$ cat config.mk
export PLATFORM = sky130hd
export DESIGN_NAME = shift_sequencer_flat
export DESIGN_NICKNAME = d
export VERILOG_FILES = /design/src/rtl/shift_pkg.sv /design/src/rtl/shift_sequencer_if.sv /design/src/rtl/shift_dual_sr.sv /design/src/rtl/shift_sequencer.sv /design/src/flat_wrapper.sv
export SDC_FILE = /design/constraint.sdc
export NUM_CORES = 1
export LEC_CHECK = 0
export CAP_MARGIN = 0
export CORE_ASPECT_RATIO = 1.25
export CORE_MARGIN = 5
export CORE_UTILIZATION = 35
export DETAILED_ROUTE_END_ITERATION = 8
export GPL_ROUTABILITY_DRIVEN = 0
export SLEW_MARGIN = 30
export SYNTH_ARGS = -nofsm -noshare
export SYNTH_HDL_FRONTEND = slang
export SYNTH_SLANG_ARGS = --single-unit
export TNS_END_PERCENT = 5
$ cat constraint.sdc
create_clock -name clk -period 3.62 [get_ports clk]
set_clock_uncertainty 0.05 [all_clocks]
set_input_delay 0.724 -clock clk [delete_from_list [all_inputs] [get_ports clk]]
set_output_delay 0.724 -clock clk [all_outputs]
set_load 0.1 [all_outputs]
$ cat src/rtl/shift_pkg.sv
// ============================================================================
// Module   : shift_pkg
// Brief    : Shared state encoding and default width for the shift sequencer.
// Revision : 1.0
// ============================================================================
`default_nettype none

package shift_pkg;

  localparam int DEFAULT_WIDTH = 8;

  typedef enum logic [1:0] {
    IDLE  = 2'd0,
    SHIFT = 2'd1,
    DONE  = 2'd2
  } state_t;

endpackage

`default_nettype wire

$ cat src/rtl/shift_sequencer_if.sv
// ============================================================================
// Module   : shift_sequencer_if
// Brief    : Control/serial bundle between system logic and the sequencer.
// Revision : 1.0
// ============================================================================
`default_nettype none

interface shift_sequencer_if
  import shift_pkg::*;
#(
  parameter int WIDTH = DEFAULT_WIDTH,
  parameter int CNT_W = $clog2(WIDTH + 1)
);

  logic             tick;
  logic             start;
  logic             abort;
  logic             msb_first;
  logic [WIDTH-1:0] load_data;
  logic             s_in;
  logic             s_out;
  logic             shift_en;
  logic             busy;
  logic             done;
  logic [WIDTH-1:0] rx_data;
  logic [CNT_W-1:0] bit_cnt;

  modport master (
    output tick, start, abort, msb_first, load_data, s_in,
    input  s_out, shift_en, busy, done, rx_data, bit_cnt
  );

  modport slave (
    input  tick, start, abort, msb_first, load_data, s_in,
    output s_out, shift_en, busy, done, rx_data, bit_cnt
  );

endinterface

`default_nettype wire

$ cat src/rtl/shift_dual_sr.sv
// ============================================================================
// Module   : shift_dual_sr
// Brief    : Paired transmit/receive shift registers with latched bit order.
// Revision : 1.0
// ============================================================================
`default_nettype none

module shift_dual_sr
  import shift_pkg::*;
#(
  parameter int WIDTH = DEFAULT_WIDTH
) (
  input  wire logic             clk,
  input  wire logic             rst_n,
  input  wire logic             i_load,
  input  wire logic [WIDTH-1:0] i_load_data,
  input  wire logic             i_msb_first,
  input  wire logic             i_shift,
  input  wire logic             i_s_in,
  output logic                  o_head,
  output logic [WIDTH-1:0]      o_rx_next
);

  logic [WIDTH-1:0] r_tx;
  logic [WIDTH-1:0] r_rx;
  logic             r_ord;

  assign o_head = r_ord ? r_tx[WIDTH-1] : r_tx[0];

  // Receive word as it will look once the current s_in is absorbed.
  assign o_rx_next = r_ord ? {r_rx[WIDTH-2:0], i_s_in}
                           : {i_s_in, r_rx[WIDTH-1:1]};

  always_ff @(posedge clk or negedge rst_n) begin
    if (!rst_n) begin
      r_tx  <= '0;
      r_rx  <= '0;
      r_ord <= 1'b0;
    end else if (i_load) begin
      r_tx  <= i_load_data;
      r_rx  <= '0;
      r_ord <= i_msb_first;
    end else if (i_shift) begin
      r_tx  <= r_ord ? {r_tx[WIDTH-2:0], 1'b0} : {1'b0, r_tx[WIDTH-1:1]};
      r_rx  <= o_rx_next;
    end
  end

endmodule

`default_nettype wire

$ cat src/rtl/shift_sequencer.sv
// ============================================================================
// Module   : shift_sequencer
// Brief    : Tick-paced serial transfer controller (FSM, bit counter, handshake).
// Revision : 1.0
// ============================================================================
`default_nettype none

module shift_sequencer
  import shift_pkg::*;
#(
  parameter int WIDTH = DEFAULT_WIDTH,
  parameter int CNT_W = $clog2(WIDTH + 1)
) (
  input  wire logic        clk,
  input  wire logic        rst_n,
  shift_sequencer_if.slave bus
);

  localparam logic [CNT_W-1:0] c_LAST = CNT_W'(WIDTH - 1);

  state_t           r_state;
  logic             r_busy;
  logic             r_done;
  logic [WIDTH-1:0] r_rx_data;
  logic [CNT_W-1:0] r_bit_cnt;

  logic             w_in_shift;
  logic             w_load;
  logic             w_shift;
  logic             w_head;
  logic [WIDTH-1:0] w_rx_next;

  assign w_in_shift = (r_state == SHIFT);
  assign w_load     = (r_state == IDLE) && bus.start;
  // Abort wins over a coincident tick: no shift on the abort cycle.
  assign w_shift    = w_in_shift && bus.tick && !bus.abort;

  shift_dual_sr #(
    .WIDTH (WIDTH)
  ) u_sr (
    .clk         (clk),
    .rst_n       (rst_n),
    .i_load      (w_load),
    .i_load_data (bus.load_data),
    .i_msb_first (bus.msb_first),
    .i_shift     (w_shift),
    .i_s_in      (bus.s_in),
    .o_head      (w_head),
    .o_rx_next   (w_rx_next)
  );

  always_ff @(posedge clk or negedge rst_n) begin
    if (!rst_n) begin
      r_state   <= IDLE;
      r_busy    <= 1'b0;
      r_done    <= 1'b0;
      r_rx_data <= '0;
      r_bit_cnt <= '0;
    end else begin
      r_done <= 1'b0;
      case (r_state)
        IDLE: begin
          if (bus.start) begin
            r_state   <= SHIFT;
            r_busy    <= 1'b1;
            r_bit_cnt <= '0;
          end
        end
        SHIFT: begin
          if (bus.abort) begin
            r_state   <= IDLE;
            r_busy    <= 1'b0;
            r_bit_cnt <= '0;
          end else if (bus.tick) begin
            r_bit_cnt <= r_bit_cnt + 1'b1;
            if (r_bit_cnt == c_LAST) begin
              r_state   <= DONE;
              r_done    <= 1'b1;
              r_rx_data <= w_rx_next;
            end
          end
        end
        DONE: begin
          r_state <= IDLE;
          r_busy  <= 1'b0;
        end
        default: begin
          r_state <= IDLE;
          r_busy  <= 1'b0;
        end
      endcase
    end
  end

  assign bus.s_out    = w_in_shift & w_head;
  assign bus.shift_en = w_shift;
  assign bus.busy     = r_busy;
  assign bus.done     = r_done;
  assign bus.rx_data  = r_rx_data;
  assign bus.bit_cnt  = r_bit_cnt;

endmodule

`default_nettype wire
$ cat src/flat_wrapper.sv
// flat-port wrapper written by rule: the top's interface ports become plain ports
module shift_sequencer_flat import shift_pkg::*;
#(
  parameter int WIDTH = DEFAULT_WIDTH,
  parameter int CNT_W = $clog2(WIDTH + 1)
)
  (clk, rst_n, bus_tick, bus_start, bus_abort, bus_msb_first, bus_load_data, bus_s_in, bus_s_out, bus_shift_en, bus_busy, bus_done, bus_rx_data, bus_bit_cnt);
  shift_sequencer_if #(.WIDTH(WIDTH), .CNT_W(CNT_W)) bus_i ();
  input  wire logic clk;
  input  wire logic rst_n;
  input wire logic [$bits(bus_i.tick)-1:0] bus_tick;
  input wire logic [$bits(bus_i.start)-1:0] bus_start;
  input wire logic [$bits(bus_i.abort)-1:0] bus_abort;
  input wire logic [$bits(bus_i.msb_first)-1:0] bus_msb_first;
  input wire logic [$bits(bus_i.load_data)-1:0] bus_load_data;
  input wire logic [$bits(bus_i.s_in)-1:0] bus_s_in;
  output wire logic [$bits(bus_i.s_out)-1:0] bus_s_out;
  output wire logic [$bits(bus_i.shift_en)-1:0] bus_shift_en;
  output wire logic [$bits(bus_i.busy)-1:0] bus_busy;
  output wire logic [$bits(bus_i.done)-1:0] bus_done;
  output wire logic [$bits(bus_i.rx_data)-1:0] bus_rx_data;
  output wire logic [$bits(bus_i.bit_cnt)-1:0] bus_bit_cnt;
  assign bus_i.tick = bus_tick;
  assign bus_i.start = bus_start;
  assign bus_i.abort = bus_abort;
  assign bus_i.msb_first = bus_msb_first;
  assign bus_i.load_data = bus_load_data;
  assign bus_i.s_in = bus_s_in;
  assign bus_s_out = bus_i.s_out;
  assign bus_shift_en = bus_i.shift_en;
  assign bus_busy = bus_i.busy;
  assign bus_done = bus_i.done;
  assign bus_rx_data = bus_i.rx_data;
  assign bus_bit_cnt = bus_i.bit_cnt;
  shift_sequencer #(.WIDTH(WIDTH), .CNT_W(CNT_W)) u_core (.clk(clk), .rst_n(rst_n), .bus(bus_i));
endmodule
# After elaboration in Yosys (flattened, before gate mapping)
# Index checks and enable logic that the tools add are counted.
# W data, S select, Z words.
# word_totals
romBits,0
latchBits,0
register_bits,33
mem_bits_rw,0
word_cells,51
inputBits,15
memories,0
out_inout_bits,16
# classes
reduce_logical,11
shift,0
div_mod_pow,0
bitwise,2
order_cmp,0
multipliers,0
n_mux,23
n_eq_ne,6
addsub,1
# ops
op,n
$mux W8,6
$mux W4,3
$mux W2,4
$pmux W4 S2,1
$mux W1,7
$ne A3 B3 Y1 const B,2
$reduce_and A3 Y1,2
$add A4 B1 Y4 const B,1
$eq A4 B3 Y1 const B,1
$ne A2 B2 Y1 const B,2
$pmux W2 S2,1
$reduce_and A4 Y1,1
$reduce_bool A2 Y1,2
$logic_and A1 B1 Y1,3
$eq A2 B1 Y1 const B,1
$logic_not A2 Y1,1
$pmux W1 S2,1
$reduce_and A2 Y1,1
$and A1 B1 Y1,1
$logic_not A1 Y1,1
$not A1 Y1,1

# Depth between registers and ports, before layout
# Gate-level depths: netlist (run 1).
# logic_depth
ltp_word,5
depth_mapped,7
depth_no_buf,4

# Modules after synthesis
# Synthesis (run 1) repeated with hierarchy kept, for this count alone.
# unflattened
cells_unflattened,136
area_unflattened_um2,1734.2
# by_module_without_submodules
mod,instances,seq_area_each_um2,area_each_um2,cells_each
shift_dual_sr,1,425.4,977.2,83
shift_sequencer,1,400.4,757.0,53

# Worst setup path after synthesis (run 1)
# No wires, ideal clock.
# synth_timing
path_kind,register to output
start,reg u_core.u_sr.r_ord
end,out bus_s_out
arrival_time_ps,3097
path_buffers,2
t_required_ps,2846
path_stages_with_launch,5
slack_ps,-251
cell_sequence,dfrtp_1 > buf_2 > buf_4 > mux2i_1 > nor3b_1
# synth_between
elab_chain_len,2
# synth_lines
element,line_no,rtl
from (decl),shift_dual_sr.sv:26,logic r_ord;
from (signal assigned),shift_dual_sr.sv:42,r_ord <= i_msb_first;
$mux W1,shift_dual_sr.sv:28,assign o_head = r_ord ? r_tx[WIDTH-1] : r_tx[0];
$and A1 B1 Y1,shift_sequencer.sv:95,assign bus.s_out = w_in_shift & w_head;
to (decl),flat_wrapper.sv:17,output wire logic [$bits(bus_i.s_out)-1:0] bus_s_out;
# No other way between the ends.

# Worst setup path after layout (run 1)
# layout_timing
start,in bus_abort
end,out bus_shift_en
# layout_between
elab_chain_len,2
# layout_lines
element,line_no,rtl
from (decl),flat_wrapper.sv:13,input wire logic [$bits(bus_i.abort)-1:0] bus_abort;
$logic_not A1 Y1,shift_sequencer.sv:36,assign w_shift = w_in_shift && bus.tick && !bus.abort;
$logic_and A1 B1 Y1,shift_sequencer.sv:36,
to (decl),flat_wrapper.sv:18,output wire logic [$bits(bus_i.shift_en)-1:0] bus_shift_en;
# No other way between the ends.

==> metrics.csv, run 1 <==
metric,value,unit
routedWlPerCell,14.4,um
min_path_cells,1,
grt_pass1_wl,5860,um
synth.yosys.seq_area_share,0.500,
r2r_slack,1.65,ns
ys_types,39,
drv_slew,0,
crit_arrival,1.95,ns
syn-num-nets,162,
synth_area_per_cell,11.3,um^2
vias_per_cell,4.96,
max_cap_violations,0,
r2r_cells,4,
p_leak,0.891,nW
vias,1175,
dp.cells,231,
critPathMaxStageDelay,0.48,ns
initial_core_util,0.354,
r2r_end,u_core.bus.rx_data[0],
rsz0062_at_grt,no,
fin_area,2070,um^2
power.switching,0.286,mW
grt_max_degree,34,
syn_area,1650,um^2
hold_buffers,0,
switching_share,0.316,
startpoint,bus_abort,
hold-worst-slack,0.454,ns
grt_remaining_overflow,0,
final_layout_size_suffix_gt1_frac,0.124,
postRouteAntennaNets,0,
hpwl,2490,um
status,"finished, final reports clean",
ys_warn_count,0,
portBuffers,30,
async_flop_share,1.00,
path_max_fanout,12,
cts_sinks,33,
power_frac_seq,0.478,
period_minus_slack,2.72,ns
area_delta_synth_final,25.2,%
cts_made_buffers,5,
drt-total-wl,3420,um
cts_tree,built,
cpMaxStageDelayCell,clkdlybuf4s50_1,
drt_iter0_markers,19,
dr.pass1.iters,4,
peakVddDrop,204,uV
root_buffer,clkbuf_8,
diodes,0,
crit_cells,4,
endpoint_kind,output port,
drc,0,
finalHoldViolations,0,
grt_pass1_vias,1261,
synth-seq-cells,33,
antenna_found_initial,0,
coreArea,4660,um^2
ios,31,
cp.required,2.85,ns
tns,0,ns
max_slew_margin,0.348,
instances_no_fill,237,
p_clk_frac,0.275,
clk_latency,0.28,ns
htreeDepth,2,
share_comb_of_total_power,0.247,
min_path_type,reg2reg,
grtUsageTotal,0.121,
synthCells,146,
die_h,86.8,um
worstSetupPathType,in2out,
fin_crit_sh,0.752,
synth_edf_count,0,
worst_setup_path_start_kind,input port,
endpoint,bus_shift_en,
fmax,368,MHz
postPlaceCellArea,1990,um^2
tightest_slew,0.974,ns
power.density,437,nW/um^2
cts_resized,0,
path_cells,clkdlybuf4s50_1 -> nand4bb_1 -> inv_2 -> buf_12,
rr_startpoint,u_core.r_state[1],
clk_path_buf_depth,2,
cts.clk_slew.worst_paths,0.06,ns
core.rowCount,28,
die_w,71.4,um
finalSetupViolations,0,
p_int,0.618,mW
synthFlopType,dfrtp_1,
final_nets,194,
die_area,6200,um^2
critical-path-top-delay-family,buffers and inverters,
postCtsSetupBuffers,0,
path_buf_inv,3,
power groups by stage:
stage,Clock [mW],Sequential [mW],Combinational [mW]
6_report,0.249,0.431,0.223
5_1_grt,0.276,0.437,0.244
4_1_cts,0.260,0.432,0.227
3_5_place_dp,0,0.437,0.226
3_3_place_gp,0,0.436,0.225
2_1_floorplan,0,0.459,0.142
placed cells by master (no fill, tap or decap), types with 2 or more instances in the layout:
master and n:
inv_1 9, nand2_1 11, mux2i_1 16, nor3b_2 2, mux2_2 2, clkbuf_8 5
clkdlybuf4s50_1 27, o21ai_0 4, a211oi_1 6, buf_4 6, a21oi_1 2, nand3_1 2
dfrtp_1 33, nor2_1 6, nor2b_1 7, nand2b_1 2, o21bai_1 2, o31ai_1 6
o2bb2ai_1 7
kinds of logic after synthesis:
group	count (synthesis)	share of synthesized area
and+or+nand+nor	40	0.152
DFF	33	0.500
adders and majority gates	1	0.00758
muxes	19	0.120
buffers and inverters	19	0.0667
AOI/OAI and AO/OA	34	0.154
registers in the layout, summed over array words and instances (netlist names):
| name | flops |
|---|---|
| u_core.bus.done | 1 |
| u_core.u_sr.r_tx | 8 |
| u_core.u_sr.r_ord | 1 |
| u_core.bus.bit_cnt | 4 |
| u_core.bus.rx_data | 8 |
| u_core.r_state | 2 |
| u_core.bus.busy | 1 |
| u_core.u_sr.r_rx | 8 |
final cells by class:
| cell class | count | area [um^2] |
|---|---|---|
| Inverter | 10 | 37.5 |
| Timing Repair Buffer | 34 | 335 |
| Clock inverter | 1 | 5.00 |
| Fill cell | 436 | 2590 |
| Sequential cell | 33 | 826 |
| Tap cell | 60 | 75.1 |
| Multi-Input combinational cell | 94 | 719 |
| Clock buffer | 5 | 68.8 |
worst min-delay path by stage:
stage	startpoint	to	slack, ns
CTS	u_core.u_sr.r_rx[7]	u_core.u_sr.r_rx[7]	0.45
floorplan	rst_n	u_core.bus.bit_cnt[0]	0.38
global placement	u_core.u_sr.r_rx[7]	u_core.u_sr.r_rx[7]	0.42
finish	u_core.u_sr.r_rx[7]	u_core.u_sr.r_rx[7]	0.45
detailed placement	u_core.u_sr.r_rx[7]	u_core.u_sr.r_rx[7]	0.43
global route	u_core.u_sr.r_rx[7]	u_core.u_sr.r_rx[7]	0.46
cells in the mapped netlist (2+ instances only):
library cell  number  area share
nand2b_1           2      0.0076
nor3b_1            2      0.0091
o21ai_0            4       0.012
nor2b_1            7       0.027
inv_1              9       0.020
o21bai_1           2      0.0091
nand3_1            2      0.0061
mux2_2             2       0.014
dfrtp_1           33        0.50
a21oi_1            2      0.0061
nor2_1             6       0.014
a211oi_1           6       0.027
buf_2              4       0.012
nand2_1           11       0.025
buf_6              4       0.027
o31ai_1            6       0.027
mux2i_1           16       0.097
o2bb2ai_1          7       0.037
metrics by stage:
step	total power [mW]	util	setup WS [ns]
global placement	0.661	0.428	0.911
CTS	0.918	0.444	0.892
floorplan	0.600	-	0.727
finish	0.903	0.444	0.899
global route	0.957	0.444	0.809
detailed placement	0.663	0.428	0.895
per-layer routing:
metal	vias up	global-route usage	wire length, um
met5	-	0	0
met4	0	0.0615	70
met3	6	0.0360	147
met2	20	0.209	1730
met1	569	0.134	1470
li1	580	-	-
No activity file was read; power rests on OpenSTA's default activity.
==> inputs of run 2 (changes only) <==
==> constraint.sdc (replaced) <==
create_clock -name clk -period 2.61 [get_ports clk]
set_clock_uncertainty 0.05 [all_clocks]
set_input_delay 0.522 -clock clk [delete_from_list [all_inputs] [get_ports clk]]
set_output_delay 0.522 -clock clk [all_outputs]
set_load 0.1 [all_outputs]
==> run 2 against run 1 <==
Worst setup slack worse by 0.65 ns. Utilization up 1.3 points. Sequential power grew 39%. Global-route usage rose by 0.15 points. Largest power group unchanged. Critical path depth is the same. Via count rose by 2.9%. Non-clock buffer count rose by 2. Register-to-register slack got worse by 0.92 ns. Critical path type unchanged.
==> metrics.csv, run 2 (synthesis results as in run 1) <==
metric,value,unit,change
status,"finished, final reports clean",,unchanged
endpoint_kind,output port,,unchanged
finalHoldViolations,0,,unchanged
peakVddDrop,503,uV,was 204 uV
final_common_cell,dfrtp_1,,unchanged
vias,1209,,was 1175
max_slew_margin,0.719,,was 0.348
layout_common_cells,"dfrtp_1, buf_4, mux2i_1",,"was dfrtp_1, clkdlybuf4s50_1, mux2i_1"
clk_latency,0.28,ns,about the same
p_leak,0.942,nW,was 0.891 nW
cp.required,2.04,ns,was 2.85 ns
worst_setup_path_start_kind,input port,,unchanged
worstSetupPathType,in2out,,unchanged
fin_crit_sh,0.905,,
tightest_slew,0.422,ns,was 0.974 ns
antenna_found_initial,0,,unchanged
rsz0062_at_grt,no,,unchanged
dr.pass1.iters,4,,unchanged
final_nets,196,,was 194
fin_util,0.457,,was 0.444
final_layout_size_suffix_gt1_frac,0.215,,was 0.124
crit_arrival,1.79,ns,was 1.95 ns
power.density,702,nW/um^2,was 437 nW/um^2
die_h,86.8,um,unchanged
drt_iter0_markers,42,,was 19
cts_tree,built,,unchanged
routedWlPerCell,14.1,um,was 14.4 um
grt_pass1_wl,6000,um,was 5860 um
path_max_fanout,5,,was 12
drc,0,,unchanged
cts_made_buffers,5,,unchanged
root_buffer,clkbuf_8,,unchanged
hold_buffers,0,,unchanged
area.sequential,826,um^2,unchanged
grt_max_degree,34,,unchanged
period_minus_slack,2.36,ns,
drt-total-wl,3400,um,was 3420 um
portBuffers,30,,unchanged
cts_resized,0,,unchanged
multi_input_area,726,um^2,was 719 um^2
finalSetupViolations,0,,unchanged
cts.clk_slew.worst_paths,0.06,ns,about the same
tns,0,ns,unchanged
initial_core_util,0.354,,unchanged
instances_no_fill,241,,was 237
die_w,71.4,um,unchanged
die_area,6200,um^2,unchanged
postRouteAntennaNets,0,,unchanged
hpwl,2490,um,about the same
drv_slew,0,,unchanged
postCtsSetupBuffers,0,,unchanged
min_path_type,reg2reg,,unchanged
nFillCells,428,,was 436
dp.cells,233,,was 231
diodes,0,,unchanged
max_cap_violations,0,,unchanged
grt_pass1_vias,1241,,was 1261
htreeDepth,2,,unchanged
grtUsageTotal,0.123,,was 0.121
fmax,423,MHz,
grt_remaining_overflow,0,,unchanged
cts_sinks,33,,unchanged
area_delta_synth_final,29.0,%,was 25.2%
vias_per_cell,5.02,,was 4.96
coreArea,4660,um^2,unchanged
core.rowCount,28,,unchanged
clk_path_buf_depth,2,,unchanged
ios,31,,unchanged
[run 2: cell count changes in the layout (fill, tap and decap cells not counted), sizes merged]
cell,change
clkdlybuf4s50,-13
buf,+15
bufinv,+2
[run 2: layer usage]
metal / share of wire / GRT usage / wire (um) / vias to the layer above
met3: 0.049 / 0.0360 / 165 / 5
met1: 0.44 / 0.164 / 1500 / 588
li1: - / - / - / 593
met2: 0.49 / 0.188 / 1680 / 23
met5: 0 / 0 / 0 / -
met4: 0.017 / 0.0462 / 58 / 0
[run 2: worst paths after layout]
kind                                      from                   to  slack [ns]  depth (start not counted)
max                                  bus_abort         bus_shift_en        0.25                          4
min                        u_core.u_sr.r_rx[7]  u_core.u_sr.r_rx[7]        0.44                          1
max reg2reg                  u_core.r_state[1]  u_core.u_sr.r_tx[7]        0.73                          5
min reg2reg                u_core.u_sr.r_rx[7]  u_core.u_sr.r_rx[7]        0.44                          1
max in group asynchronous                rst_n  u_core.u_sr.r_tx[2]        1.62                          2
min in group asynchronous                rst_n  u_core.u_sr.r_rx[3]        0.59                          2
[run 2: final cells by class]
class                           instances  share of cell area
Clock buffer                            5              0.0323
Timing Repair Buffer                   36               0.155
Tap cell                               60              0.0353
Inverter                               10              0.0176
Sequential cell                        33               0.388
Clock inverter                          3              0.0306
Multi-Input combinational cell         94               0.341
[run 2: worst max-delay path, stage by stage]
cell	delay (ns)
clkdlybuf4s50_1	0.48
nand4bb_1	0.40
inv_2	0.20
buf_12	0.19
[run 2: power breakdown]
group | total (mW) | switching, mW | leakage (nW) | internal (mW)
Clock | 0.567 | 0.188 | 0.0681 | 0.379
Combinational | 0.326 | 0.193 | 0.472 | 0.133
Sequential | 0.601 | 0.0421 | 0.401 | 0.558
Total | 1.49 | 0.423 | 0.942 | 1.07
[run 2: per-stage QoR]
stage / hold WS (ns) / instance area [um^2] / total power, mW / worst slack (ns)
2_1_floorplan: 0.176 / 1660 / 0.838 / 0.267
3_3_place_gp: 0.426 / 1990 / 0.933 / 0.272
3_5_place_dp: 0.433 / 1990 / 0.939 / 0.216
4_1_cts: 0.447 / 2130 / 1.51 / 0.231
5_1_grt: 0.489 / 2130 / 1.57 / 0.160
6_report: 0.442 / 2130 / 1.49 / 0.247
==> inputs of run 3 (changes only) <==
--- a/config.mk
+++ b/config.mk
@@ -11,6 +11,7 @@
 export CORE_UTILIZATION = 35
 export DETAILED_ROUTE_END_ITERATION = 8
 export GPL_ROUTABILITY_DRIVEN = 0
+export PLACE_DENSITY = 0.67
 export SLEW_MARGIN = 30
 export SYNTH_ARGS = -nofsm -noshare
 export SYNTH_HDL_FRONTEND = slang
==> run 3 against run 2 <==
Combinational power is essentially flat. Worst setup slack improved by 0.069 ns. Maximum frequency rose by 3.0%. Clock-buffer cell count is 1 higher. Global-route usage is 0.37 points higher. Critical path depth is the same. Final area down 1.7%. Via count grew 2.2%. Non-clock buffer count up 1. Total power decreased by 12%. Sequential share of layout area rose by 0.67 points. Sequential power about the same. Largest cell class unchanged. Highest routed layer unchanged.
==> metrics.csv, run 3 (synthesis results as in run 1) <==
metric,value,unit,change
worstSetupPathType,in2out,,unchanged
final_common_cell,dfrtp_1,,unchanged
finalHoldViolations,0,,unchanged
met2_length,1760,um,was 1680 um
met3_length,162,um,was 165 um
fmax,436,MHz,was 423 MHz
initial_core_util,0.354,,unchanged
area.sequential,826,um^2,unchanged
dr.pass1.iters,4,,unchanged
die_area,6200,um^2,unchanged
grt_pass1_wl,6140,um,was 6000 um
cts_made_buffers,5,,unchanged
endpoint_kind,output port,,unchanged
nFillCells,430,,was 428
crit_arrival,1.72,ns,was 1.79 ns
postRouteAntennaNets,0,,unchanged
path_max_fanout,5,,unchanged
rsz0062_at_grt,no,,unchanged
period_minus_slack,2.29,ns,was 2.36 ns
finalSetupViolations,0,,unchanged
die_h,86.8,um,unchanged
drc,0,,unchanged
peakVddDrop,433,uV,was 503 uV
final_layout_size_suffix_gt1_frac,0.215,,unchanged
setup_slack,0.316,ns,was 0.247 ns
postCtsSetupBuffers,0,,unchanged
cts_tree,built,,unchanged
diodes,0,,unchanged
final_nets,197,,was 196
dp_worst_setup_slack,0.289,ns,was 0.216 ns
routedWlPerCell,14.7,um,was 14.1 um
cp.required,2.04,ns,about the same
root_buffer,clkbuf_8,,unchanged
p_leak,0.922,nW,was 0.942 nW
drt-total-wl,3540,um,was 3400 um
multi_input_area,726,um^2,unchanged
layout_common_cells,"dfrtp_1, buf_4, mux2i_1",,unchanged
cts_sinks,33,,unchanged
min_path_type,reg2reg,,unchanged
max_slew_margin,0.723,,was 0.719
coreArea,4660,um^2,unchanged
grt_pass1_vias,1313,,was 1241
max_cap_violations,0,,unchanged
vias_per_cell,5.13,,was 5.02
vias,1236,,was 1209
core.rowCount,28,,unchanged
fin_crit_sh,0.879,,was 0.905
drv_slew,0,,unchanged
total_power,1.31,mW,was 1.49 mW
clk_path_buf_depth,2,,unchanged
htreeDepth,2,,unchanged
highest_layer,met4,,unchanged
die_w,71.4,um,unchanged
drt_iter0_markers,27,,was 42
antenna_found_initial,0,,unchanged
worst_setup_path_start_kind,input port,,unchanged
clk_latency,0.28,ns,about the same
met1_length,1540,um,was 1500 um
hold_buffers,0,,unchanged
ios,31,,unchanged
area_delta_synth_final,26.8,%,was 29.0%
status,"finished, final reports clean",,unchanged
cts.clk_slew.worst_paths,0.07,ns,was 0.06 ns
tightest_slew,0.415,ns,was 0.422 ns
grt_remaining_overflow,0,,unchanged
cts_resized,0,,unchanged
grt_max_degree,34,,unchanged
r2r_slack,0.80,ns,was 0.73 ns
tns,0,ns,unchanged
power.density,629,nW/um^2,was 702 nW/um^2
portBuffers,30,,unchanged
grtUsageTotal,0.126,,was 0.123
hpwl,2630,um,was 2490 um
-- run 3: layout make-up --
class / count / area share
Clock buffer: 6 / 0.0395
Clock inverter: 1 / 0.00359
Inverter: 10 / 0.0179
Multi-Input combinational cell: 94 / 0.347
Sequential cell: 33 / 0.395
Tap cell: 60 / 0.0359
Timing Repair Buffer: 37 / 0.161
-- run 3: path summary, 6_finish.rpt --
| path | cells after the start | start | end |
|---|---|---|---|
| min in group asynchronous | 2 | rst_n | u_core.bus.rx_data[6] |
| setup reg to reg | 5 | u_core.r_state[1] | u_core.u_sr.r_tx[7] |
| setup / recovery | 4 | bus_abort | bus_shift_en |
| hold reg to reg | 1 | u_core.u_sr.r_rx[7] | u_core.u_sr.r_rx[7] |
| max in group asynchronous | 2 | rst_n | u_core.u_sr.r_ord |
| hold / removal | 1 | u_core.u_sr.r_rx[7] | u_core.u_sr.r_rx[7] |
-- run 3: per-stage QoR --
step	hold WS, ns	std cells	utilization	cell area [um^2]
6_report	0.452	241	0.449	2090
5_1_grt	0.481	241	0.449	2090
4_1_cts	0.462	241	0.449	2090
3_5_place_dp	0.429	234	0.430	2000
3_3_place_gp	0.424	234	0.430	2000
2_1_floorplan	0.176	146	-	1660
-- run 3: worst max-delay path, cell delays in order --
cell,delay (ns)
clkdlybuf4s50_1,0.48
nand4bb_1,0.36
inv_2,0.17
buf_12,0.18
-- run 3: per-layer routing --
layer  track usage  vias up
met3        0.0418        8
met2         0.203       34
li1              -      595
met4        0.0615        0
met1         0.151      599
met5             0        -
-- run 3: power by group --
group          switching (mW)  internal, mW
sequential             0.0422         0.559
clock                   0.179         0.208
combinational           0.192         0.135
total                   0.413         0.902
